==> config.mk <==
export PLATFORM = sky130hd
export DESIGN_NAME = synchro_counter_param
export DESIGN_NICKNAME = d
export VERILOG_FILES = /design/src/rtl/synchro_counter_param.sv
export SDC_FILE = /design/constraint.sdc
export NUM_CORES = 1
export LEC_CHECK = 0
export BUFFER_PORTS_ARGS = -buffer_cell sky130_fd_sc_hd__clkbuf_2
export CAP_MARGIN = 20
export CORE_ASPECT_RATIO = 1.5
export CORE_UTILIZATION = 51
export CTS_BUF_LIST = sky130_fd_sc_hd__clkbuf_4 sky130_fd_sc_hd__clkbuf_8
export DETAILED_ROUTE_END_ITERATION = 12
export MAX_ROUTING_LAYER = met4
export PLACE_DENSITY = 0.79
export SLEW_MARGIN = 15
export SYNTH_ARGS = -nofsm -noshare
export SYNTH_HDL_FRONTEND = slang
export SYNTH_SLANG_ARGS = --single-unit
==> constraint.sdc <==
create_clock -name qzt_clk -period 1.9 [get_ports qzt_clk]
set_input_delay 0.19 -clock qzt_clk [delete_from_list [all_inputs] [get_ports qzt_clk]]
set_output_delay 0.19 -clock qzt_clk [all_outputs]
set_load 0.1 [all_outputs]
==> src/rtl/synchro_counter_param.sv <==
// Modulo up/down counter advanced by rising edges of the clk_in strobe, clocked by qzt_clk.
// Define SYNCHRO_COUNTER_INPUT_SYNC_EN to pass clk_in through a two-flop synchroniser first.
module synchro_counter_param #(
  parameter int unsigned WIDTH       = 8,
  parameter int unsigned RESET_VALUE = 0
) (
  input  logic             qzt_clk,
  input  logic             reset_n,
  input  logic             clk_in,
  input  logic             set,
  input  logic [WIDTH-1:0] preset_value,
  input  logic [WIDTH-1:0] limit,
  input  logic             direction,
  input  logic             saturate,
  output logic [WIDTH-1:0] out,
  output logic             carry,
  output logic             borrow
);

  logic             strobe;
  logic             clk_in_old_q;
  logic             count_evt;
  logic [WIDTH-1:0] top;
  logic [WIDTH-1:0] out_q, out_d;
  logic             carry_q, carry_d;
  logic             borrow_q, borrow_d;

`ifdef SYNCHRO_COUNTER_INPUT_SYNC_EN
  logic sync1_q, sync2_q;

  // Stages reset high so a strobe held high across reset release is not an edge.
  always_ff @(posedge qzt_clk or negedge reset_n) begin
    if (!reset_n) begin
      sync1_q <= 1'b1;
      sync2_q <= 1'b1;
    end else begin
      sync1_q <= clk_in;
      sync2_q <= sync1_q;
    end
  end

  assign strobe = sync2_q;
`else
  assign strobe = clk_in;
`endif

  always_ff @(posedge qzt_clk or negedge reset_n) begin
    if (!reset_n) begin
      clk_in_old_q <= 1'b1;
    end else begin
      clk_in_old_q <= strobe;
    end
  end

  assign count_evt = strobe & ~clk_in_old_q;

  // limit of zero selects the full 2^WIDTH range.
  assign top = (limit == '0) ? {WIDTH{1'b1}} : (limit - WIDTH'(1));

  // Next-state: set beats a count event, which beats hold.
  always_comb begin
    out_d    = out_q;
    carry_d  = 1'b0;
    borrow_d = 1'b0;
    if (set) begin
      out_d = preset_value;
    end else if (count_evt) begin
      if (direction) begin
        if (out_q >= top) begin
          if (saturate) begin
            out_d = top;
          end else begin
            out_d   = '0;
            carry_d = 1'b1;
          end
        end else begin
          out_d = out_q + WIDTH'(1);
        end
      end else begin
        if (out_q == '0) begin
          if (!saturate) begin
            out_d    = top;
            borrow_d = 1'b1;
          end
        end else begin
          out_d = out_q - WIDTH'(1);
        end
      end
    end
  end

  always_ff @(posedge qzt_clk or negedge reset_n) begin
    if (!reset_n) begin
      out_q    <= WIDTH'(RESET_VALUE);
      carry_q  <= 1'b0;
      borrow_q <= 1'b0;
    end else begin
      out_q    <= out_d;
      carry_q  <= carry_d;
      borrow_q <= borrow_d;
    end
  end

  assign out    = out_q;
  assign carry  = carry_q;
  assign borrow = borrow_q;

endmodule

Yosys cells after proc, flatten, opt, wreduce, memory -nomap -nowiden --
Index checks and enable logic that the tools add are counted.
Word-level totals: flip-flop bits (word level) 11, input bits 22, output and inout bits 10
Cells by class: magnitude comparators 1, eq/ne operators 1, mux-type cells 17, bitwise gates (word level) 2, $add $sub $neg 3, reductions and logical operators 4
Operators by type and width (count):
- 2-to-1 mux 8 bit | 8
- zero test 8 bit | 2
- subtractor 8 x 1 -> 8 bit (second input constant) | 2
- 2-to-1 mux 1 bit | 9
- adder 8 x 1 -> 8 bit (second input constant) | 1
- greater-or-equal comparator 8 bit | 1
- inequality test 4 bit (second input constant) | 1
- AND reduction 2 bit | 1
- nonzero test 2 bit | 1
- bitwise AND 1 bit | 1
- inverter 1 bit | 1

Longest topological paths before layout --
Gate-level depths: netlist of run 1.
depth in word-level cells 7, depth in mapped cells 14, depth with buffers taken out 13

Worst setup path after synthesis of run 1 --
No wires, ideal clock.
path kind register -> register, start point reg out_q[0] (netlist: out[0]), end point reg out_q[1] (netlist: out[1]), required time 1817 ps, cell stages (with the launch flop) 11, slack -899 ps, arrival 2716 ps, path buffers 2, period minus slack after synthesis 2799 ps, cells stage by stage dfrtp_1 buf_2 inv_1 ha_1 nor3b_1 o21ai_1 a221oi_2 nor3_4 buf_6 nand3b_1 a31oi_1
Between the ends: cells in the longest elaborated chain, start to end 5, elaborated cells on any way between the ends 11, classes of those cells add/sub: 2; order compare: 1; eq/ne: 1; mux: 5; reduce/logical: 2
Ends and longest elaborated chain:
- start, declared | RTL line 24 | logic [WIDTH-1:0] out_q, out_d;
- start signal, assigned | RTL line 94 | out_q <= WIDTH'(RESET_VALUE);
- start signal, assigned | RTL line 98 | out_q <= out_d;
- subtractor 8 x 1 -> 8 bit (tied with other cells) | RTL line 86 | out_d = out_q - WIDTH'(1);
- 2-to-1 mux 8 bit, on equally long branches | RTL line 80, 69
- 2-to-1 mux 8 bit | RTL line 68 | if (direction) begin
- 2-to-1 mux 8 bit | RTL line 67 | end else if (count_evt) begin
- 2-to-1 mux 8 bit | RTL line 65 | if (set) begin
Parallel ways exist; a longest one is shown, timed or not. The select of a mux whose other input is x is not followed. A chain may end at the register's enable or synchronous reset.

Worst setup path in the final report of run 1 --
start point in limit[2], end point reg out_q[6] (netlist: out[6])
Between the ends: cells in the longest elaborated chain, start to end 7, elaborated cells on any way between the ends 11, classes of those cells add/sub: 1; order compare: 1; mux: 8; reduce/logical: 1
Ends and longest elaborated chain:
- start, declared | RTL line 12 | input logic [WIDTH-1:0] limit,
- subtractor 8 x 1 -> 8 bit or zero test 8 bit (tied branches) | RTL line 58 | assign top = (limit == '0) ? {WIDTH{1'b1}} : (limit - WIDTH'(1));
- 2-to-1 mux 8 bit (*) | RTL line 58
- greater-or-equal comparator 8 bit (tied with other cells) | RTL line 69 | if (out_q >= top) begin
- 2-to-1 mux 8 bit, on equally long branches | RTL line 69, 80
- 2-to-1 mux 8 bit (*) | RTL line 68
- 2-to-1 mux 8 bit (*) | RTL line 67
- 2-to-1 mux 8 bit (*) | RTL line 65
Every way passes the cells marked *; elsewhere a longest branch is shown, timed or not. The select of a mux whose other input is x is not followed.

==> results of run 1 <==
-- routing by layer --
layer  track usage  share of wire  up-vias
met4         0.349          0.059        0
met1         0.424           0.33      944
met2         0.757           0.53      150
met5             -              0        -
li1              -              -      866
met3         0.177          0.083       51
-- synthesized netlist by cell type, drive strengths merged, types with 3 or more instances --
cell type and n:
mux2 3, nand2 18, nand4 4, a21oi 4, nor2b 6, o21a 3
and2 3, mux2i 4, ha 12, nor3b 3, clkbuf 5, nor2 12
and3 4, nand3 6, buf 6, inv 11, a31oi 7, xnor2 11
nor3 6, nor4 3, o22ai 7, nand3b 3, dfrtp 10, o21ai 8
-- flip-flops by register name (all words and copies together) (netlist names) --
register      flops
carry             1
clk_in_old_q      1
out               8
borrow            1
-- worst max-delay path by stage --
| stage | start | endpoint | slack [ns] | cells past startpoint |
|---|---|---|---|---|
| after floorplan | limit[2] | out[1]$_DFFE_PN0P_ | -0.47 | 10 |
| after global placement | limit[2] | out[6]$_DFFE_PN0P_ | -0.74 | 12 |
| after detailed placement | limit[2] | out[6]$_DFFE_PN0P_ | -0.88 | 12 |
| after CTS | limit[2] | out[2]$_DFFE_PN0P_ | -0.52 | 12 |
| after global routing | limit[2] | out[6]$_DFFE_PN0P_ | -0.89 | 11 |
| final | limit[2] | out[6]$_DFFE_PN0P_ | -0.73 | 11 |
-- cell families (layout without fill, tap and decap cells) --
group	after synthesis	in the layout
and+or+nand+nor	74	75
AOI/OAI and AO/OA	45	45
buffers and inverters	22	111
xor gates and xnor gates	13	13
adders and majority gates	12	12
DFF	11	11
muxes	7	7
-- area by class of cell --
| type | count | area [µm²] | area share |
|---|---|---|---|
| timing repair buffer | 96 | 669 | 0.289 |
| multi-input combinational | 152 | 1220 | 0.527 |
| tap | 37 | 46.3 | 0.0200 |
| inverter | 11 | 41.3 | 0.0178 |
| sequential | 11 | 288 | 0.124 |
| clock buffer | 4 | 48.8 | 0.0211 |
-- repair_timing --
| action | CTS | global route |
|---|---|---|
| buffers inserted | 13 | 2 |
| resized for setup | 11 | 13 |
| pin swaps | 6 | 7 |
| hold buffers | 1 | 0 |
| hold endpoints to repair | 10 | 0 |
| setup endpoints to repair | 9 | 10 |
| cloned | 1 | 0 |
-- per-stage QoR --
stage | setup slack (ns) | setup TNS (ns) | total power [mW] | utilization
after floorplan | -0.470 | -3.86 | 0.877 | -
after global placement | -0.744 | -5.94 | 1.10 | 0.746
after detailed placement | -0.885 | -7.32 | 1.14 | 0.746
after CTS | -0.522 | -4.27 | 1.49 | 0.825
after global routing | -0.894 | -7.19 | 1.65 | 0.846
final | -0.729 | -5.65 | 1.58 | 0.846
-- worst reg2reg max path: cells and delay by family, from the launching register on --
family / cells / cell delay [ns]
buffers and inverters: 2 / 0.30
AOI/OAI and AO/OA: 3 / 0.74
adders and majority gates: 1 / 0.26
DFF: 1 / 0.47
muxes: 1 / 0.17
and+or+nand+nor: 2 / 0.24
-- report_power, final --
part,internal [mW],leakage [nW],switching (mW)
registers,0.267,0.124,0.0346
clock network,0.162,0.0262,0.0995
logic,0.404,0.931,0.610
total,0.834,1.08,0.744
==> results.md, run 1 <==
Critical path:
- The endpoint of the worst register-to-register path is out[6]$_DFFE_PN0P_.
- At the worst endpoint, the required time is 2.03 ns.
- The flop-to-flop setup slack is -0.37 ns.
- Traced cell by cell, the critical path runs through buf_8 -> or4_4 -> o31ai_4 -> ha_1 -> nor3b_2 -> o21ai_2 -> a221oi_4 -> buf_4 -> nor3_4 -> mux2i_1 -> a32o_1.
- The worst reg2reg path depth is 9.
- At the worst endpoint, the arrival time is 2.76 ns.
- In this run the critical register-to-register path is launched from out[0]$_DFFE_PN0P_.
- For this run, the slowest stage of the critical path takes 0.56 ns.
- The largest fanout on the critical path is 6.
- On the critical path, the stage with the largest delay is an instance of or4_4.
- The category of the worst setup path capture point is a flip-flop.
- STA classifies the critical path startpoint as an input port.
- The combined buffer and inverter count along the critical path is 2.
- On the critical path the largest part of the delay comes from compound AO/OA/AOI/OAI gates.
- The kind of critical path is input port to flip-flop.

Route:
- Dividing the detail-routed via count by the number of cells gives 6.47.
- After the first detailed-routing iteration, the DRC count stood at 174.
- The first detailed-routing pass took 5 iterations.
- The detail route stage leaves a number of antenna-violating nets equal to 0.
- Dividing the detail-routed wire length by the instance count gives 20.8 µm.
- In the routed design, unresolved DRC markers number 0.
- Detailed routing inserted a total of 2011 vias.
- The final layout contains routed wiring with a total length of 6480 µm.

Global routing:
- The wire length of the first global-routing pass is 10000 µm.
- The number of global-route vias before repair is 2099.
- The sum of overflow across all layers after global routing is 0.
- Entering global routing, the biggest net connects 22 pins.
- The number of antenna violations at the first check in global routing is 0.
- The overall global routing resource usage is 0.465.

Synth:
- By area the synthesized netlist is led by dfrtp_1 (17%), ha_1 (10%), xnor2_1 (6.4%), nand2_1 (4.5%), nor2_1 (3.0%).
- The count of yosys warnings during synthesis is 0.
- The number of flops mapped to enable cells by yosys is 0.
- The fraction of the mapped netlist area in simple logic gates is 0.283.
- The top cell type by total area after synthesis is dfrtp_1.
- The total of flip-flops plus latches after synthesis is 11.
- The adder and majority cell fraction of the synthesized area is 0.0997.
- The portion of synthesized cell area occupied by the leading cell type is 0.166.
- The register area share after synthesis is 0.184.
- The xor-xnor portion of the synthesized cell area is 0.0756.
- For this run, the leading register cell type out of synthesis is dfrtp_1.
- Synthesis instantiated 54 different standard cells from the library.
- A synthesized cell averages 8.19 µm².
- The mux contribution to synthesized area is 0.0490.
- The share of the synthesized area in compound gates (AO/OA/AOI/OAI) is 0.235.
- The total nets after synthesis is 218.
- The share of flip-flops with an asynchronous set or reset after synthesis is 1.00.
- Counting every instance in the synthesized netlist gives 184.
- The synthesized netlist occupies a cell area of 0.00151 mm².
- By area, the combinational part of the netlist is dominated by simple AND/OR/NAND/NOR gates.

Cells and area:
- Leaving out fill and tap cells, the most frequent cells in the layout are buf_4 (63), clkbuf_2 (29), nand2_1 (16), nor2_1 (12), xnor2_1 (11).
- Leaving out fill and tap cells, the most frequent cell in the layout is buf_4.
- Summing all non-filler instances in the final layout gives an area of 0.00231 mm².
- The number of diodes added for antenna fixing is 0.
- At the end of the flow, the number of nets in the layout was 309.
- Counting the fill cells in the layout gives 144.
- The area added between synthesis and finish is 53.6%.
- The final standard cell count with taps included and fillers excluded is 311.
- The share of layout cells above drive strength 1 is 0.500.

Floorplan:
- The top-level I/O count is 32.
- The initial utilization of the core area, before any placement, comes to 0.551.
- The die covers 0.00318 mm².
- The die boundary height is 68.6 µm.
- The core region area is 0.00273 mm².
- The x dimension of the die is 46.4 µm.
- The initialized floorplan defines 23 standard-cell rows.

STA:
- For the final database, setup skew stands at 0.00658 ns.
- Final hold analysis gives a worst-case slack of 0.0337 ns.
- Setup violations remaining at the end of the flow were counted as 9.
- Measured against its own limit, the worst slew margin works out to 0.637.
- Setup repair after global routing could not meet its margin everywhere.
- The count of pins over their slew limit is 0.
- The achievable clock frequency is 380 MHz.
- The final period utilization is 1.38.
- The actual transition at the worst max-transition pin is 0.546 ns.
- The number of failing hold endpoints at the final stage was 0.
- Subtracting the final worst setup slack from the clock period gives 2.63 ns.
- Once routing completed, OpenROAD measured the worst setup slack at -0.729 ns.

Outcome:
- The run finished, with violations left.
- The checks that failed: setup timing.

Power:
- Dividing total power by cell area gives a power density of 682 mW/mm².
- Across the VDD grid, the largest voltage drop is 0.463 mV.
- For this design the static power due to leakage is 1.08 nW.

Place:
- The number of cells in the design after placement is 291.
- The congestion estimate from routability-driven global placement came to 0.973.
- The HPWL after detailed placement is 4060 µm.
- After detailed placement, the total cell area comes to 0.00204 mm².
- The count of input and output buffers is 31.

CTS:
- At the later pin of the worst-skew pair, clock insertion delay measures 0.25 ns.
- The maximum buffer depth of the clock tree is 2.
- The number of levels in the clock H-tree is 1.
- The number of buffers inserted during clock tree synthesis is 3.
- Clock tree synthesis found a total of 11 sinks.
- The TritonCTS clock tree is yes.
- Clock-pin slew was measured on the worst setup and hold paths at 0.06 ns.
- The tree is rooted in a clkbuf_8.

Hold path:
- Along the worst hold path, the cell count comes to 1.
- The end point of the most critical hold path is clk_in_old_q$_DFF_PN1_.
- In this run the worst hold path is classified as input port to flip-flop.
- The origin of the worst min-delay path is clk_in.

Job:
- Across the run, the number of max-cap violations was 0.
Power figures use the tool's default switching activity.
==> run 2, diff against run 1 <==
Settings changed: CTS_CLUSTER_DIAMETER set to 30, PLACE_DENSITY 0.79 to not set, PLACE_DENSITY_LB_ADDON set to 0.2.
==> run 2 against run 1 <==
Against the previous run:
- the run still ends with setup timing left
- combinational power shrank 9%
- count of clock-buffer cells in the layout is the same
- worst setup slack gained 0.21 ns
==> results.md, run 2 (synthesis gave the netlist of run 1 again) <==
Outcome:
- The flow ran to the end, but the final reports show violations.
- The final reports fail on setup timing.

CTS:
- The maximum buffer depth of the clock tree was 2 (unchanged).
- The root buffer cell is clkbuf_8.
- TritonCTS built the clock tree.
- The number of buffers inserted during clock tree synthesis is 3 (unchanged).
- The number of levels in the clock H-tree is 1 (unchanged).
- The clock input transition at the sequential cells of the worst setup and hold paths is 0.06 ns (about the same).
- The number of clock sinks is 11 (unchanged).
- The clock latency reported for the late side of the worst-skew pair is 0.25 ns (about the same).

Power:
- The clock network power share was 0.179 (+0.013).
- The share of power burned in combinational logic is 0.622 (-0.021).
- The leakage power of the design is 1.02 nW (-5.4%).
- The sequential group share of total power is 0.199 (+0.008).
- The net switching power figure came to 0.680 mW (-8.6%).
- The power per cell area is 673 mW/mm² (-1.4%).
- The cell internal power dissipation was 0.796 mW (-4.6%).
- The fraction of power spent switching nets is 0.461 (-0.0108).
- The maximum vdd ir drop is 0.629 mV (+36%).

Route:
- The average via count per standard cell is 5.98 (-7.5%).
- The number of vias in the routed layout is 1789 (-11%).
- The post-detailed-route count of antenna-violating nets is 0 (unchanged).
- The number of DRC violations after detailed routing came to 0 (unchanged).
- The number of detailed-routing iterations run before antenna repair was 4 (-1).
- The wire length reported by the detailed router was 5280 µm (-18%).
- The detail-routed net length per standard cell was 17.7 µm (-15%).
- The DRC violation total after the first TritonRoute iteration came to 89 (-49%).

Critical path:
- The critical path goes through clkbuf_2 -> inv_1 -> ha_2 -> nand2b_1 -> buf_4 -> o31ai_4 -> ha_1 -> nor3b_2 -> o21ai_2 -> a221oi_4 -> nor3_4 -> buf_6 -> mux2i_1 -> a32o_1.
- The category of the worst setup path capture point is a flip-flop.
- The delay of the slowest cell on the worst path came to 0.32 ns (-0.24 ns).
- The endpoint arrival time on the critical path is 2.56 ns (-0.20 ns).
- The worst setup path is launched from an input port.
- The largest fanout on the critical path came to 5 (-1).
- The critical path is of the input port to flip-flop type.
- Among all stages on the critical path, the largest delay is contributed by a221oi_4.
- The required time at the worst-slack endpoint was 2.03 ns (about the same).

STA:
- The achievable clock frequency is 413 MHz (+8.5%).
- The final period utilization is 1.27 (-0.109).
- The actual transition at the worst max-transition pin is 0.553 ns (+0.00722 ns).
- The number of setup violations in the final report was 9 (unchanged).
- The post-layout minimum cycle time was 2.42 ns (-0.207 ns).
- The worst max-slew margin expressed relative to the limit is 0.633 (-0.00479).
- The setup slack of the critical path after layout is -0.522 ns (+0.207 ns).
- The clock tree skew after final layout was 0.00345 ns (-0.00312 ns).
- The number of failing hold endpoints at the final stage is 0 (unchanged).
- Setup repair after global routing could not meet its margin everywhere.
- The count of pins over their slew limit is 0 (unchanged).

Cells and area:
- The final standard cell count with taps included and fillers excluded is 299 (-3.9%).
- The number of diodes added for antenna fixing came to 0 (unchanged).
- Relative to the synthesized area, the layout overhead comes to 45.6%.
- The share of layout cells above drive strength 1 is 0.458 (-0.0420).
- Leaving out fill and tap cells, the most frequent cells in the layout are buf_4 (52), clkbuf_2 (28), nand2_1 (18), nor2_1 (12).
- The count of nets after finishing came to 297 (-3.9%).
- The most common library cell in the layout ignoring fill and taps is buf_4.
- The number of flip-flops under the largest register name was 8 (unchanged).
- The post-route cell area is 0.00219 mm² (-5.2%).

Job:
- The max-cap violation count is 0 (unchanged).

Place:
- The weighted congestion at the end of routability-driven global placement is 0.986 (+1.3%).
- The number of cells in the design after placement is 290 (-0.34%).
- The standard cell area after detailed placement is 0.00203 mm² (-0.37%).
- The count of input and output buffers is 31 (unchanged).
- The half-perimeter wire length after placement was 3810 µm (-6.3%).

Floorplan:
- The top-level I/O count came to 32 (unchanged).
- The x dimension of the die is 46.4 µm (unchanged).
- The core region area is 0.00273 mm² (unchanged).
- The total die area came to 0.00318 mm² (unchanged).
- The placement row count was 23 (unchanged).
- The die boundary height is 68.6 µm (unchanged).
- The initial core utilization is 0.551 (unchanged).

Global routing:
- The sum of overflow across all layers after global routing is 0 (unchanged).
- The number of antenna violations at the first check in global routing is 0 (unchanged).
- The overall global routing resource usage is 0.357 (-0.109).
- The wire length of the first global-routing pass was 7830 µm (-22%).
- The number of global-route vias before repair is 1845 (-12%).
- The maximum number of pins on one net before global-route repair is 22 (unchanged).

Hold path:
- The worst hold path belongs to the class input port to flip-flop.
==> run 2: cell count changes in the layout (fill, tap and decap cells not counted), sizes merged <==
cell and delta:
nor3 -1, clkbuf -1, buf -10
==> run 2: routing by layer <==
metal | GRT usage | vias to the layer above | routed length [µm] | share of wire
li1 | - | 832 | - | -
met1 | 0.332 | 848 | 1780 | 0.34
met2 | 0.693 | 86 | 3020 | 0.57
met3 | 0.0417 | 23 | 259 | 0.049
met4 | 0.147 | 0 | 218 | 0.041
met5 | - | - | 0 | 0
==> run 2: final timing paths <==
path | start | to | slack (ns) | cells past startpoint
setup / recovery | limit[0] | out[6]$_DFFE_PN0P_ | -0.52 | 14
hold / removal | clk_in | clk_in_old_q$_DFF_PN1_ | 0.04 | 1
setup reg to reg | out[0]$_DFFE_PN0P_ | out[6]$_DFFE_PN0P_ | -0.27 | 9
hold reg to reg | out[0]$_DFFE_PN0P_ | out[0]$_DFFE_PN0P_ | 0.74 | 3
max in group asynchronous | reset_n | clk_in_old_q$_DFF_PN1_ | 1.21 | 2
min in group asynchronous | reset_n | out[6]$_DFFE_PN0P_ | 0.39 | 2
==> run 2: worst max-delay path, delay by kind of cell <==
family / cells / cell delay (ns)
buffers and inverters: 4 / 0.46
muxes: 1 / 0.12
and+or+nand+nor: 3 / 0.38
adders and majority gates: 2 / 0.50
AOI/OAI and AO/OA: 4 / 0.90
==> run 2: cell type report <==
class / instances / area [µm²]
multi-input cells: 151 / 1180
clock buffers: 4 / 48.8
repair buffers: 85 / 593
inverters: 11 / 41.3
fillers: 189 / 541
flip-flops and latches: 11 / 288
well taps: 37 / 46.3
==> run 2: stage by stage <==
step                      power [mW]  utilization  hold WS [ns]  setup TNS (ns)  worst slack, ns
after floorplan                0.877            -        -0.106           -3.86           -0.470
after global placement          1.12        0.743        0.0905           -5.95           -0.717
after detailed placement        1.14        0.743        0.0973           -6.80           -0.823
after CTS                       1.44        0.784        0.0381           -4.14           -0.545
after global routing            1.55        0.802        0.0403           -5.48           -0.698
final                           1.48        0.802        0.0386           -3.96           -0.522
==> run 2: repair_timing <==
item                                    CTS  global route
endpoints found under the setup margin    9             9
endpoints found under the hold margin    10             0
buffers inserted                          2             2
pin swaps                                14             6
hold buffers                              1             0
resized for setup                         6            12
==> run 2: power groups by stage <==
| stage | registers [mW] | clock network [mW] | logic [mW] |
|---|---|---|---|
| global placement | 0.294 | 0 | 0.824 |
| floorplan | 0.481 | 0 | 0.396 |
| detailed placement | 0.297 | 0 | 0.847 |
| CTS | 0.293 | 0.264 | 0.884 |
| global route | 0.296 | 0.274 | 0.978 |
| finish | 0.294 | 0.264 | 0.918 |
==> run 3, diff against run 2 <==
--- a/config.mk
+++ b/config.mk
@@ -13,6 +13,8 @@
 export CTS_CLUSTER_DIAMETER = 30
 export DETAILED_ROUTE_END_ITERATION = 12
+export GPL_TIMING_DRIVEN = 0
 export MAX_ROUTING_LAYER = met4
 export PLACE_DENSITY_LB_ADDON = 0.2
+export REMOVE_ABC_BUFFERS = 1
 export SLEW_MARGIN = 15
 export SYNTH_ARGS = -nofsm -noshare
==> constraint.sdc (replaced) <==
create_clock -name qzt_clk -period 1.9 [get_ports qzt_clk]
set_input_delay 0.285 -clock qzt_clk [delete_from_list [all_inputs] [get_ports qzt_clk]]
set_output_delay 0.285 -clock qzt_clk [all_outputs]
set_load 0.1 [all_outputs]
==> run 3 against run 2 <==
Against the previous run:
- the flow still finishes with violations (setup timing)
- register-to-register slack got worse by 0.26 ns
- worst setup slack worse by 0.16 ns
- via count is 13% lower
- sequential cell count unchanged
- clock skew increased by 0.0030 ns
- non-clock buffer count is 47 lower
- combinational power shrank 21%
- wire length down 23%
- critical endpoint is now out[5]$_DFFE_PN0P_
==> results.md, run 3 (synthesis gave the netlist of run 1 again) <==
Job:
- The max-cap violation count is 0 (unchanged).

Hold path:
- The number of stages on the worst hold path is 1 (unchanged).
- The min-delay analysis places its worst path in the category input port to flip-flop.

Place:
- The setup slack at placement was -1.20 ns (-0.372 ns).
- The half-perimeter wire length after placement is 2970 µm (-22%).
- The count of input and output buffers came to 31 (unchanged).
- The number of cells in the design after placement came to 241 (-17%).
- The weighted congestion at the end of routability-driven global placement came to 0.813 (-18%).

Floorplan:
- The x dimension of the die is 46.4 µm (unchanged).
- The top-level I/O count is 32 (unchanged).
- The total die area is 0.00318 mm² (unchanged).
- The core region area is 0.00273 mm² (unchanged).
- The placement row count is 23 (unchanged).
- The die boundary height came to 68.6 µm (unchanged).
- The initial core utilization is 0.551 (unchanged).

Power:
- The leakage power of the design is 0.807 nW (-21%).
- The total power is 1.32 mW (-10%).
- The power per cell area is 709 mW/mm² (+5.4%).
- The maximum vdd ir drop is 0.354 mV (-44%).

Cells and area:
- The count of nets after finishing is 250 (-16%).
- The top cell types in the final layout, fill and taps aside, are clkbuf_2 (27), nand2_1 (15), nor2_1 (12), xnor2_1 (11).
- The final standard cell count with taps included and fillers excluded is 252 (-16%).
- The share of layout cells above drive strength 1 came to 0.330 (-0.128).
- The combined area of the multi-input logic cells is 0.00120 mm² (+1.8%).
- The most common library cell in the layout ignoring fill and taps is clkbuf_2.
- The number of fillers in the final layout was 245 (+30%).
- The number of flip-flops under the largest register name is 8 (unchanged).
- The register cell area after layout is 277 µm² (-3.9%).
- The area added between synthesis and finish is 23.6%.
- The number of diodes added for antenna fixing is 0 (unchanged).

STA:
- The achievable clock frequency is 388 MHz (-6.1%).
- The worst slack on hold paths is 0.134 ns (+0.0956 ns).
- The count of pins over their slew limit is 0 (unchanged).
- The clock tree skew after final layout is 0.00650 ns (+0.00305 ns).
- The worst max-slew margin expressed relative to the limit is 0.641 (+0.00816).
- The number of setup violations in the final report is 9 (unchanged).
- The actual transition at the worst max-transition pin was 0.538 ns (-0.0157 ns).
- The final period utilization is 1.36 (+0.0830).
- Setup repair after global routing could not meet its margin everywhere.
- The post-layout minimum cycle time is 2.58 ns (+0.158 ns).
- The number of failing hold endpoints at the final stage came to 0 (unchanged).
- The setup slack of the critical path after layout is -0.680 ns (-0.158 ns).

Critical path:
- STA classifies the critical path endpoint as a flip-flop.
- The setup path with the least slack is of type input port to flip-flop.
- The required time at the worst-slack endpoint is 2.04 ns (about the same).
- STA classifies the critical path startpoint as an input port.
- The largest fanout on the critical path is 13 (+8).
- The worst reg2reg path depth is 9 (unchanged).
- The endpoint arrival time on the critical path is 2.72 ns (+0.16 ns).

Global routing:
- The sum of overflow across all layers after global routing is 0 (unchanged).
- The number of antenna violations at the first check in global routing was 0 (unchanged).
- The overall global routing resource usage is 0.278 (-0.0792).
- The number of global-route vias before repair is 1430 (-22%).
- The wire length of the first global-routing pass is 6240 µm (-20%).
- The maximum number of pins on one net before global-route repair is 23 (+4.5%).

Route:
- The post-detailed-route count of antenna-violating nets is 0 (unchanged).
- The number of detailed-routing iterations run before antenna repair is 4 (unchanged).
- The detail-routed net length per standard cell was 16.1 µm (-8.7%).
- The number of vias in the routed layout is 1549 (-13%).
- The wire length reported by the detailed router came to 4060 µm (-23%).
- The number of DRC violations after detailed routing is 0 (unchanged).
- The average via count per standard cell was 6.15 (+2.7%).
- The DRC violation total after the first TritonRoute iteration is 71 (-20%).

Outcome:
- The flow ran to the end, but the final reports show violations.
- The final reports fail on setup timing.

CTS:
- The maximum buffer depth of the clock tree is 2 (unchanged).
- The root buffer cell is clkbuf_8.
- The clock input transition at the sequential cells of the worst setup and hold paths came to 0.05 ns (about the same).
- The clock latency reported for the late side of the worst-skew pair came to 0.25 ns (about the same).
- The number of clock sinks is 11 (unchanged).
- The number of levels in the clock H-tree is 1 (unchanged).
- The number of buffers inserted during clock tree synthesis is 3 (unchanged).
- TritonCTS built the clock tree.
## run 3: changes by cell type in the layout (fill, tap and decap cells not counted), moves of 2 or more
cell     before  now
inv_1        10    8
ha_4          0    2
nand2_1      18   15
dfrtp_2       6    0
nand2_2       0    3
dfrtp_1       3   10
buf_4        52    5
## run 3: critical path, stage by stage
cell and delay, ns:
buf_8 0.10, or4_4 0.55, o31ai_4 0.23, ha_1 0.28
nor3b_2 0.21, o21ai_2 0.10, a221oi_2 0.35, nor3_4 0.07
buf_12 0.16, mux2i_1 0.12, a311oi_1 0.27
## run 3: what timing repair did
action | 4_1_cts | 5_1_grt
pin swaps | 10 | 10
hold buffers | 1 | 0
cloned | 0 | 0
hold endpoints to repair | 10 | 0
resized for setup | 15 | 13
setup endpoints to repair | 10 | 10
buffers inserted | 3 | 3
## run 3: metal layers
layer,part of all wire,track usage
met1,0.37,0.277
met4,0.033,0.140
met2,0.56,0.514
met3,0.035,0.0208
met5,0,-
## run 3: path summary, 6_finish.rpt
kind,to,start,slack (ns)
setup reg to reg,out[5]$_DFFE_PN0P_,out[0]$_DFFE_PN0P_,-0.53
max in group asynchronous,clk_in_old_q$_DFF_PN1_,reset_n,1.16
hold / removal,clk_in_old_q$_DFF_PN1_,clk_in,0.13
hold reg to reg,out[4]$_DFFE_PN0P_,out[4]$_DFFE_PN0P_,0.71
min in group asynchronous,out[3]$_DFFE_PN0P_,reset_n,0.45
setup / recovery,out[5]$_DFFE_PN0P_,limit[5],-0.68
## run 3: layout make-up
class	instances	share of cell area
tap	37	0.0249
inverter	11	0.0235
sequential	11	0.149
clock buffer	4	0.0262
timing repair buffer	38	0.134
multi-input combinational	151	0.643
## run 3: power breakdown
part / switching, mW / total (mW) / internal [mW]
clock network: 0.0971 / 0.259 / 0.162
registers: 0.0780 / 0.338 / 0.260
logic: 0.454 / 0.723 / 0.269
## run 3: stage by stage
stage                     cell area (µm²)  setup TNS (ns)  utilization
after floorplan                      1440           -7.42            -
after global placement               1640           -9.16        0.599
after detailed placement             1640          -10.04        0.599
after CTS                            1800           -5.51        0.659
after global routing                 1860           -6.14        0.681
final                                1860           -5.33        0.681
